--- src/rtl/lcd_reader_if.sv ---
// Request, result and LCD-pin bundle shared by the lcd_reader and whoever drives it.
// The reader takes the slave side; the requester/top level takes the master side.
interface lcd_reader_if;
  logic       iStart;
  logic       iRS;
  logic       iPoll;
  logic [7:0] iLCD_D;
  logic       oLCD_EN;
  logic       oLCD_RS;
  logic       oLCD_RW;
  logic       oBusy;
  logic       oValid;
  logic [7:0] oData;
  logic       oBF;
  logic [6:0] oAddr;
  logic       oTimeout;

  modport slave (
    input  iStart, iRS, iPoll, iLCD_D,
    output oLCD_EN, oLCD_RS, oLCD_RW, oBusy, oValid, oData, oBF, oAddr, oTimeout
  );

  modport master (
    output iStart, iRS, iPoll, iLCD_D,
    input  oLCD_EN, oLCD_RS, oLCD_RW, oBusy, oValid, oData, oBF, oAddr, oTimeout
  );
endinterface

--- src/rtl/lcd_reader.sv ---
// HD44780-style read cycle engine: single status/data reads, or status polling
// until the busy flag clears or the poll limit is reached.
module lcd_reader #(
  parameter int SETUP_CYC = 2,
  parameter int EN_CYC    = 16,
  parameter int HOLD_CYC  = 2,
  parameter int GAP_CYC   = 8,
  parameter int POLL_MAX  = 4095
) (
  input logic         iCLK_50,
  input logic         iRST_N,
  lcd_reader_if.slave bus
);

  typedef enum logic [2:0] {
    S_IDLE, S_SETUP, S_ENHI, S_HOLD, S_GAP, S_DONE
  } state_e;

  // Phase counter is loaded with (length-1) and the state ends when it reaches 0.
  localparam logic [4:0]  SETUP_LD = 5'(SETUP_CYC - 1);
  localparam logic [4:0]  EN_LD    = 5'(EN_CYC - 1);
  localparam logic [4:0]  HOLD_LD  = 5'(HOLD_CYC - 1);
  localparam logic [4:0]  GAP_LD   = 5'(GAP_CYC - 1);
  localparam logic [11:0] POLL_LIM = 12'(POLL_MAX);

  state_e      state_q, state_d;
  logic [4:0]  phase_q, phase_d;
  logic [11:0] poll_cnt_q, poll_cnt_d;
  logic        poll_q, poll_d;
  logic        rs_q, rs_d;
  logic        timeout_q, timeout_d;
  logic [7:0]  data_q, data_d;
  logic        phase_last;

  assign phase_last = (phase_q == 5'd0);

  // NOTE: state registers use non-blocking assignments so every flop samples
  // the pre-edge value of its neighbours, independent of statement order.
  always_ff @(posedge iCLK_50 or negedge iRST_N) begin
    if (!iRST_N) begin
      state_q    <= S_IDLE;
      phase_q    <= 5'd0;
      poll_cnt_q <= 12'd0;
      poll_q     <= 1'b0;
      rs_q       <= 1'b0;
      timeout_q  <= 1'b0;
      data_q     <= 8'h00;
    end else begin
      state_q    <= state_d;
      phase_q    <= phase_d;
      poll_cnt_q <= poll_cnt_d;
      poll_q     <= poll_d;
      rs_q       <= rs_d;
      timeout_q  <= timeout_d;
      data_q     <= data_d;
    end
  end

  // NOTE: every variable gets a default before the case so no path leaves one
  // unassigned, which would otherwise infer a latch.
  always_comb begin
    state_d    = state_q;
    phase_d    = phase_last ? 5'd0 : phase_q - 5'd1;
    poll_cnt_d = poll_cnt_q;
    poll_d     = poll_q;
    rs_d       = rs_q;
    timeout_d  = timeout_q;
    data_d     = data_q;

    unique case (state_q)
      S_IDLE: begin
        if (bus.iStart) begin
          poll_d     = bus.iPoll;
          rs_d       = bus.iRS & ~bus.iPoll;
          timeout_d  = 1'b0;
          poll_cnt_d = 12'd0;
          phase_d    = SETUP_LD;
          state_d    = S_SETUP;
        end
      end
      S_SETUP: begin
        if (phase_last) begin
          phase_d = EN_LD;
          state_d = S_ENHI;
        end
      end
      S_ENHI: begin
        if (phase_last) begin
          data_d     = bus.iLCD_D;
          poll_cnt_d = poll_cnt_q + 12'd1;
          phase_d    = HOLD_LD;
          state_d    = S_HOLD;
        end
      end
      S_HOLD: begin
        if (phase_last) begin
          phase_d = GAP_LD;
          state_d = S_GAP;
        end
      end
      S_GAP: begin
        if (phase_last) begin
          if (poll_q && data_q[7]) begin
            if (poll_cnt_q < POLL_LIM) begin
              phase_d = SETUP_LD;
              state_d = S_SETUP;
            end else begin
              timeout_d = 1'b1;
              state_d   = S_DONE;
            end
          end else begin
            state_d = S_DONE;
          end
        end
      end
      S_DONE:  state_d = S_IDLE;
      default: state_d = S_IDLE;
    endcase
  end

  // Pin outputs decode straight from the state register, so reset drops them at once.
  assign bus.oLCD_EN  = (state_q == S_ENHI);
  assign bus.oLCD_RW  = (state_q == S_SETUP) || (state_q == S_ENHI) || (state_q == S_HOLD);
  assign bus.oLCD_RS  = bus.oLCD_RW & rs_q;
  assign bus.oBusy    = (state_q != S_IDLE);
  assign bus.oValid   = (state_q == S_DONE);
  assign bus.oData    = data_q;
  assign bus.oBF      = data_q[7];
  assign bus.oAddr    = data_q[6:0];
  assign bus.oTimeout = timeout_q;

endmodule

--- src/flat_wrapper.sv ---
// flat-port wrapper written by rule: the top's interface ports become plain ports
module lcd_reader_flat 
#(
  parameter int SETUP_CYC = 2,
  parameter int EN_CYC    = 16,
  parameter int HOLD_CYC  = 2,
  parameter int GAP_CYC   = 8,
  parameter int POLL_MAX  = 4095
)
  (iCLK_50, iRST_N, bus_iStart, bus_iRS, bus_iPoll, bus_iLCD_D, bus_oLCD_EN, bus_oLCD_RS, bus_oLCD_RW, bus_oBusy, bus_oValid, bus_oData, bus_oBF, bus_oAddr, bus_oTimeout);
  lcd_reader_if bus_i ();
  input logic iCLK_50;
  input logic iRST_N;
  input wire logic [$bits(bus_i.iStart)-1:0] bus_iStart;
  input wire logic [$bits(bus_i.iRS)-1:0] bus_iRS;
  input wire logic [$bits(bus_i.iPoll)-1:0] bus_iPoll;
  input wire logic [$bits(bus_i.iLCD_D)-1:0] bus_iLCD_D;
  output wire logic [$bits(bus_i.oLCD_EN)-1:0] bus_oLCD_EN;
  output wire logic [$bits(bus_i.oLCD_RS)-1:0] bus_oLCD_RS;
  output wire logic [$bits(bus_i.oLCD_RW)-1:0] bus_oLCD_RW;
  output wire logic [$bits(bus_i.oBusy)-1:0] bus_oBusy;
  output wire logic [$bits(bus_i.oValid)-1:0] bus_oValid;
  output wire logic [$bits(bus_i.oData)-1:0] bus_oData;
  output wire logic [$bits(bus_i.oBF)-1:0] bus_oBF;
  output wire logic [$bits(bus_i.oAddr)-1:0] bus_oAddr;
  output wire logic [$bits(bus_i.oTimeout)-1:0] bus_oTimeout;
  assign bus_i.iStart = bus_iStart;
  assign bus_i.iRS = bus_iRS;
  assign bus_i.iPoll = bus_iPoll;
  assign bus_i.iLCD_D = bus_iLCD_D;
  assign bus_oLCD_EN = bus_i.oLCD_EN;
  assign bus_oLCD_RS = bus_i.oLCD_RS;
  assign bus_oLCD_RW = bus_i.oLCD_RW;
  assign bus_oBusy = bus_i.oBusy;
  assign bus_oValid = bus_i.oValid;
  assign bus_oData = bus_i.oData;
  assign bus_oBF = bus_i.oBF;
  assign bus_oAddr = bus_i.oAddr;
  assign bus_oTimeout = bus_i.oTimeout;
  lcd_reader #(.SETUP_CYC(SETUP_CYC), .EN_CYC(EN_CYC), .HOLD_CYC(HOLD_CYC), .GAP_CYC(GAP_CYC), .POLL_MAX(POLL_MAX)) u_core (.iCLK_50(iCLK_50), .iRST_N(iRST_N), .bus(bus_i));
endmodule
--- config.mk ---
export PLATFORM = sky130hd
export DESIGN_NAME = lcd_reader_flat
export DESIGN_NICKNAME = d
export VERILOG_FILES = /design/src/rtl/lcd_reader_if.sv /design/src/rtl/lcd_reader.sv /design/src/flat_wrapper.sv
export SDC_FILE = /design/constraint.sdc
export NUM_CORES = 1
export LEC_CHECK = 0
export CORE_MARGIN = 10
export CORE_UTILIZATION = 30
export DETAILED_ROUTE_END_ITERATION = 10
export DONT_BUFFER_PORTS = 1
export PLACE_DENSITY = 0.54
export SETUP_SLACK_MARGIN = 0.4
export SYNTH_ARGS = -nofsm -noshare
export SYNTH_HDL_FRONTEND = slang
export SYNTH_SLANG_ARGS = --single-unit
--- constraint.sdc ---
create_clock -name iCLK_50 -period 2.5 [get_ports iCLK_50]
set_input_delay 0.625 -clock iCLK_50 [delete_from_list [all_inputs] [get_ports iCLK_50]]
set_output_delay 0.625 -clock iCLK_50 [all_outputs]
set_load 0.02 [all_outputs]
**Yosys cells after proc, flatten, opt, wreduce, memory -nomap -nowiden**

Cells that the tools add are included.

- Add/sub/neg operators: 2
- Magnitude comparators: 1
- Equal/unequal tests: 12
- Muxes and demuxes: 25
- Bitwise operators: 3
- Reduce and logical (&&, ||, !) cells: 13

Operators with widths:

| kind | number |
|---|---|
| $mux 5 | 8 |
| $pmux 5 s5 | 1 |
| $mux 12 | 2 |
| $pmux 12 s2 | 1 |
| $mux 3 | 7 |
| $pmux 3 s5 | 1 |
| $add 12x1->12 const B | 1 |
| $lt 12x12->1 const B | 1 |
| $ne 2x1->1 const B | 5 |
| $reduce_and 5->1 | 2 |
| $eq 3x2->1 const B | 2 |
| $eq 3x3->1 const B | 2 |
| $logic_not 5->1 | 1 |
| $sub 5x1->5 const B | 1 |
| $mux 1 | 4 |
| $ne 2x2->1 const B | 2 |
| $reduce_and 2->1 | 2 |
| $reduce_bool 2->1 | 2 |
| $eq 3x1->1 const B | 1 |
| $logic_not 3->1 | 1 |
| $reduce_and 3->1 | 1 |
| $reduce_bool 3->1 | 1 |
| $and 1x1->1 | 2 |
| $logic_or 1x1->1 | 2 |
| other kinds (3) | 3 |

- Flip-flop bits (word level): 31
- Input bits: 13
- Output and inout port bits: 22
- Word-level logic and storage cells: 63

**Longest topological paths before layout**

- Depth in word-level cells: 6
- Mapped depth: 7
- Depth with buffers taken out: 6

**Worst setup path after synthesis**

No wires, ideal clock.

- Kind: reg-to-output
- Start: reg u_core.state_q[0]
- End: out bus_oLCD_RS
- Arrival: 1.203 ns
- Required time: 1.875 ns
- Path slack: 0.672 ns
- Cell stages (with the launch flop): 5
- Buffers on the path: 1
- Path through: dfrtp_1 buf_2 nor2_1 nor2_1 and2_1

- Longest elaborated chain between the ends: 4
- Elaborated cells between the ends (all ways): 6
- Those cells by class: 3 x eq/ne; 1 x bitwise; 2 x reduce/logical

RTL lines:

| element | line | RTL |
|---|---|---|
| from (decl) | lcd_reader.sv:26 | `state_e state_q, state_d;` |
| from (signal assigned) | lcd_reader.sv:49 | `state_q <= state_d;` |
| $eq 3x1->1 / $eq 3x2->1 (equally long branches) | lcd_reader.sv:123 | `assign bus.oLCD_RW = (state_q == S_SETUP) \|\| (state_q == S_ENHI) \|\| (state_q == S_HOLD);` |
| $logic_or 1x1->1 | lcd_reader.sv:123 |  |
| $logic_or 1x1->1 (*) | lcd_reader.sv:123 |  |
| via bus_oLCD_RW | flat_wrapper.sv:20 | `output wire logic [$bits(bus_i.oLCD_RW)-1:0] bus_oLCD_RW;` |
| $and 1x1->1 (*) | lcd_reader.sv:124 | `assign bus.oLCD_RS = bus.oLCD_RW & rs_q;` |
| to (decl) | flat_wrapper.sv:19 | `output wire logic [$bits(bus_i.oLCD_RS)-1:0] bus_oLCD_RS;` |

The timed path passes the listed nets; every way through them passes the cells marked *.

**Worst setup path after layout**

- Start: reg u_core.phase_q[0]
- End: reg u_core.timeout_q (netlist: u_core.bus.oTimeout)

- Longest elaborated chain between the ends: 3

RTL lines:

| element | line | RTL |
|---|---|---|
| from (decl) | lcd_reader.sv:27 | `logic [4:0] phase_q, phase_d;` |
| from (signal assigned) | lcd_reader.sv:50 | `phase_q <= phase_d;` |
| $logic_not 5->1 | lcd_reader.sv:35 | `assign phase_last = (phase_q == 5'd0);` |
| $ne 2x1->1 (no line) | n/a |  |
| $reduce_and 5->1 (no line) | n/a |  |
| to (signal assigned) | lcd_reader.sv:54 | `timeout_q <= timeout_d;` |
| to (decl) | lcd_reader.sv:31 | `logic timeout_q, timeout_d;` |

No other way between the ends.
A chain may end at the register's enable or synchronous reset.

==> metrics.yaml <==
critical_path.startpoint_type: "flip-flop"
hpwlAfterDp_um: 2530
synth.net_count: 173
numClockSinks: 31
ys_ff_latch: 31
hold_viol_final: 0
routedWlPerCell_um: 15.0
netlist_area_um2: 1580
worstPathMaxFanout: 5
area.sequential_um2: 778
gp_routability_congestion: 0.742
synth_largest_area_cell: "sky130_fd_sc_hd__dfrtp_1"
remaining_drc_errors: 0
dr_total_vias: 1143
power.leakage_nw: 0.749
final_core_utilization_pct: 34.2
clk_latency_ps: 290
post_synth.cell_area_avg_um2: 10.0
vdd.ir_drop.worst_v: 0.000473
swShare_pct: 40.5
total_switching_power_uw: 804
layout-area-overhead-vs-synth_pct: 10.3
clockPowerShare_pct: 24.8
maxSlewViolCount: 0
outcome: "complete, no violations"
row_count: 26
rr_worst_depth: 6
mostFrequentLayoutCell: "sky130_fd_sc_hd__dfrtp_1"
rsz0062_at_grt: "no"
cts.htree.levels: 2
power_frac_seq_pct: 47.7
fp.coreArea_um2: 5110
synth_top_cell_area_share_pct: 49.0
tightest_slew_ps: 560
die_width_um: 92.6
share_of_layout_cells_above_drive_strength_1_pct: 18.5
cts_tree: "done"
arrival_ps: 2190
root_buffer: "sky130_fd_sc_hd__clkbuf_8"
skew_ps: 7.06
fmax_mhz: 505
numPortBuffers: 0
sequential_share_of_the_synthesized_area_pct: 49.0
chipHeight_um: 92.6
final-setup-viol-count: 0
netlist_instances: 158
yosys.cell_types.count: 30
synth.yosys.warnings: 0
reg2reg_slack_ps: 520
worst-setup-path-type: "flip-flop to flip-flop"
antennaDiodeCount: 0
cts_buffers: 5
critPathLaunch: "u_core.phase_q[0]"
io_pins: 35
dpl_cell_area_um2: 1610
viasPerCell: 5.04
worstPathRequired_ps: 2710
multi_input_comb_area_um2: 711
timing.critical_path.to_type: "flip-flop"
layout_min_cycle_time_ps: 1980
final_net_count: 171
maxCapViolCount: 0
grtUsageTotal_pct: 8.40
drt_first_pass_iters: 4
ctsLongestPathBuffers: 2
worstHoldPathType: "primary input to asynchronous set/reset pin"
layout.cells.most_common_list: "sky130_fd_sc_hd__dfrtp_1, sky130_fd_sc_hd__nand2_1, sky130_fd_sc_hd__nor2_1, sky130_fd_sc_hd__o21ai_0"
grt_antenna_before_repair: 0
ant_nets: 0
share_comb_of_total_power_pct: 27.5
finish.instance_area_um2: 1750
totalWireLength_um: 3400
final.setup.tns_ps: 0
worst_r2r_startpoint: "u_core.phase_q[0]"
pint_mw: 1.18
post_synth_main_area_contributors: "sky130_fd_sc_hd__dfrtp_1, sky130_fd_sc_hd__mux2_2, sky130_fd_sc_hd__buf_4"
filler_cell_count: 522
initial_core_util_pct: 31.0
overflow_left_after_global_routing: 0
maxSlewHeadroom_pct: 62.7
grt_start_max_net_pins: 32
power-per-cell-area_nw_per_um2: 1140
wire_length_of_the_first_global_routing_pass_um: 5660
post-route-period-util_pct: 79.2
grt_pass1_vias: 1132
clk_pin_slew_worst_paths_ps: 70
drt_iter0_drc: 52
design.die.area_um2: 8580
-- critical path, stage by stage (launching register included) --
cell                      delay [ps]
sky130_fd_sc_hd__dfrtp_1         410
sky130_fd_sc_hd__inv_1            70
sky130_fd_sc_hd__ha_1            230
sky130_fd_sc_hd__or4b_2          700
sky130_fd_sc_hd__nor2_2          160
sky130_fd_sc_hd__nand4_1         130
sky130_fd_sc_hd__o21ai_0         190
-- metrics by stage --
stage / instances / worst slack (ps) / hold WS (ps) / total power [mW]
floorplan: 158 / 672 / 329 / 1.41
global placement: 217 / 504 / 331 / 1.46
detailed placement: 217 / 397 / 331 / 1.48
CTS: 227 / 453 / 14.3 / 2.01
global route: 227 / 405 / 0.736 / 2.13
finish: 227 / 519 / 25.6 / 1.99
-- routing by layer --
metal / track usage (%) / up-vias / share of wire (%)
met5: 0 / - / 0
met4: 3.86 / 0 / 2.1
met3: 4.92 / 5 / 10
met2: 12.7 / 35 / 48
met1: 9.31 / 561 / 40
li1: - / 542 / -
-- path summary, 6_finish.rpt --
| path | end |
|---|---|
| setup / recovery | u_core.bus.oTimeout |
| hold / removal | u_core.phase_q[4] |
| setup reg to reg | u_core.bus.oTimeout |
| hold reg to reg | u_core.rs_q |
| max in group asynchronous | u_core.state_q[0] |
| min in group iCLK_50 | u_core.poll_q |
-- synth_stat cells --
cell type and n:
sky130_fd_sc_hd__a211oi_1 2, sky130_fd_sc_hd__a21oi_1 6, sky130_fd_sc_hd__a31oi_1 1, sky130_fd_sc_hd__and2_1 6, sky130_fd_sc_hd__and3_1 3, sky130_fd_sc_hd__and4_1 3
sky130_fd_sc_hd__buf_2 4, sky130_fd_sc_hd__buf_4 8, sky130_fd_sc_hd__clkbuf_1 2, sky130_fd_sc_hd__dfrtp_1 31, sky130_fd_sc_hd__ha_1 2, sky130_fd_sc_hd__inv_1 5
sky130_fd_sc_hd__mux2_2 8, sky130_fd_sc_hd__nand2_1 15, sky130_fd_sc_hd__nand3_1 8, sky130_fd_sc_hd__nand3b_1 1, sky130_fd_sc_hd__nand4_1 7, sky130_fd_sc_hd__nor2_1 12
sky130_fd_sc_hd__nor2b_1 2, sky130_fd_sc_hd__nor3_1 2, sky130_fd_sc_hd__nor3b_4 1, sky130_fd_sc_hd__nor4b_4 1, sky130_fd_sc_hd__o21ai_0 11, sky130_fd_sc_hd__o221a_2 1
sky130_fd_sc_hd__o31ai_1 1, sky130_fd_sc_hd__o41ai_1 1, sky130_fd_sc_hd__or3_1 5, sky130_fd_sc_hd__or4b_2 1, sky130_fd_sc_hd__xnor2_1 3, sky130_fd_sc_hd__xor2_1 5
-- area by class of cell --
class | count | area share, %
clock buffer | 5 | 3.94
sequential | 31 | 44.6
timing repair buffer | 5 | 2.15
inverter | 5 | 1.08
clock inverter | 3 | 2.51
tap | 70 | 5.02
multi-input combinational | 108 | 40.7
-- what timing repair did --
item                       in CTS  in global routing
setup buffers                   2                  0
resized for setup               2                  4
hold buffers                    0                  0
setup endpoints to repair       2                  3
-- flip-flops by register name, summed over array words and instances, names as in the netlist --
name                 cells
u_core.rs_q              1
u_core.poll_q            1
u_core.bus.oData         8
u_core.phase_q           5
u_core.state_q           3
u_core.poll_cnt_q       12
u_core.bus.oTimeout      1
-- power groups by stage --
| stage | Combinational [mW] | Sequential, mW | Clock [mW] |
|---|---|---|---|
| final | 0.545 | 0.948 | 0.493 |
| after floorplan | 0.601 | 0.810 | 0 |
| after CTS | 0.550 | 0.950 | 0.507 |
| after global placement | 0.510 | 0.950 | 0 |
| after global routing | 0.618 | 0.978 | 0.535 |
| after detailed placement | 0.519 | 0.958 | 0 |
-- cells by family (layout without fill, tap and decap cells) --
| logic type | after synthesis | count (layout) | synth area share, % |
|---|---|---|---|
| adder cells (fa/ha/maj) | 2 | 2 | 1.58 |
| multiplexers | 8 | 8 | 5.69 |
| buffers and inverters | 19 | 18 | 6.72 |
| XOR/XNOR | 8 | 8 | 4.43 |
| AND/OR/NAND/NOR | 67 | 67 | 24.1 |
| flip-flops | 31 | 31 | 49.0 |
| AO/OA/AOI/OAI | 23 | 23 | 8.46 |
Power figures use the tool's default switching activity.
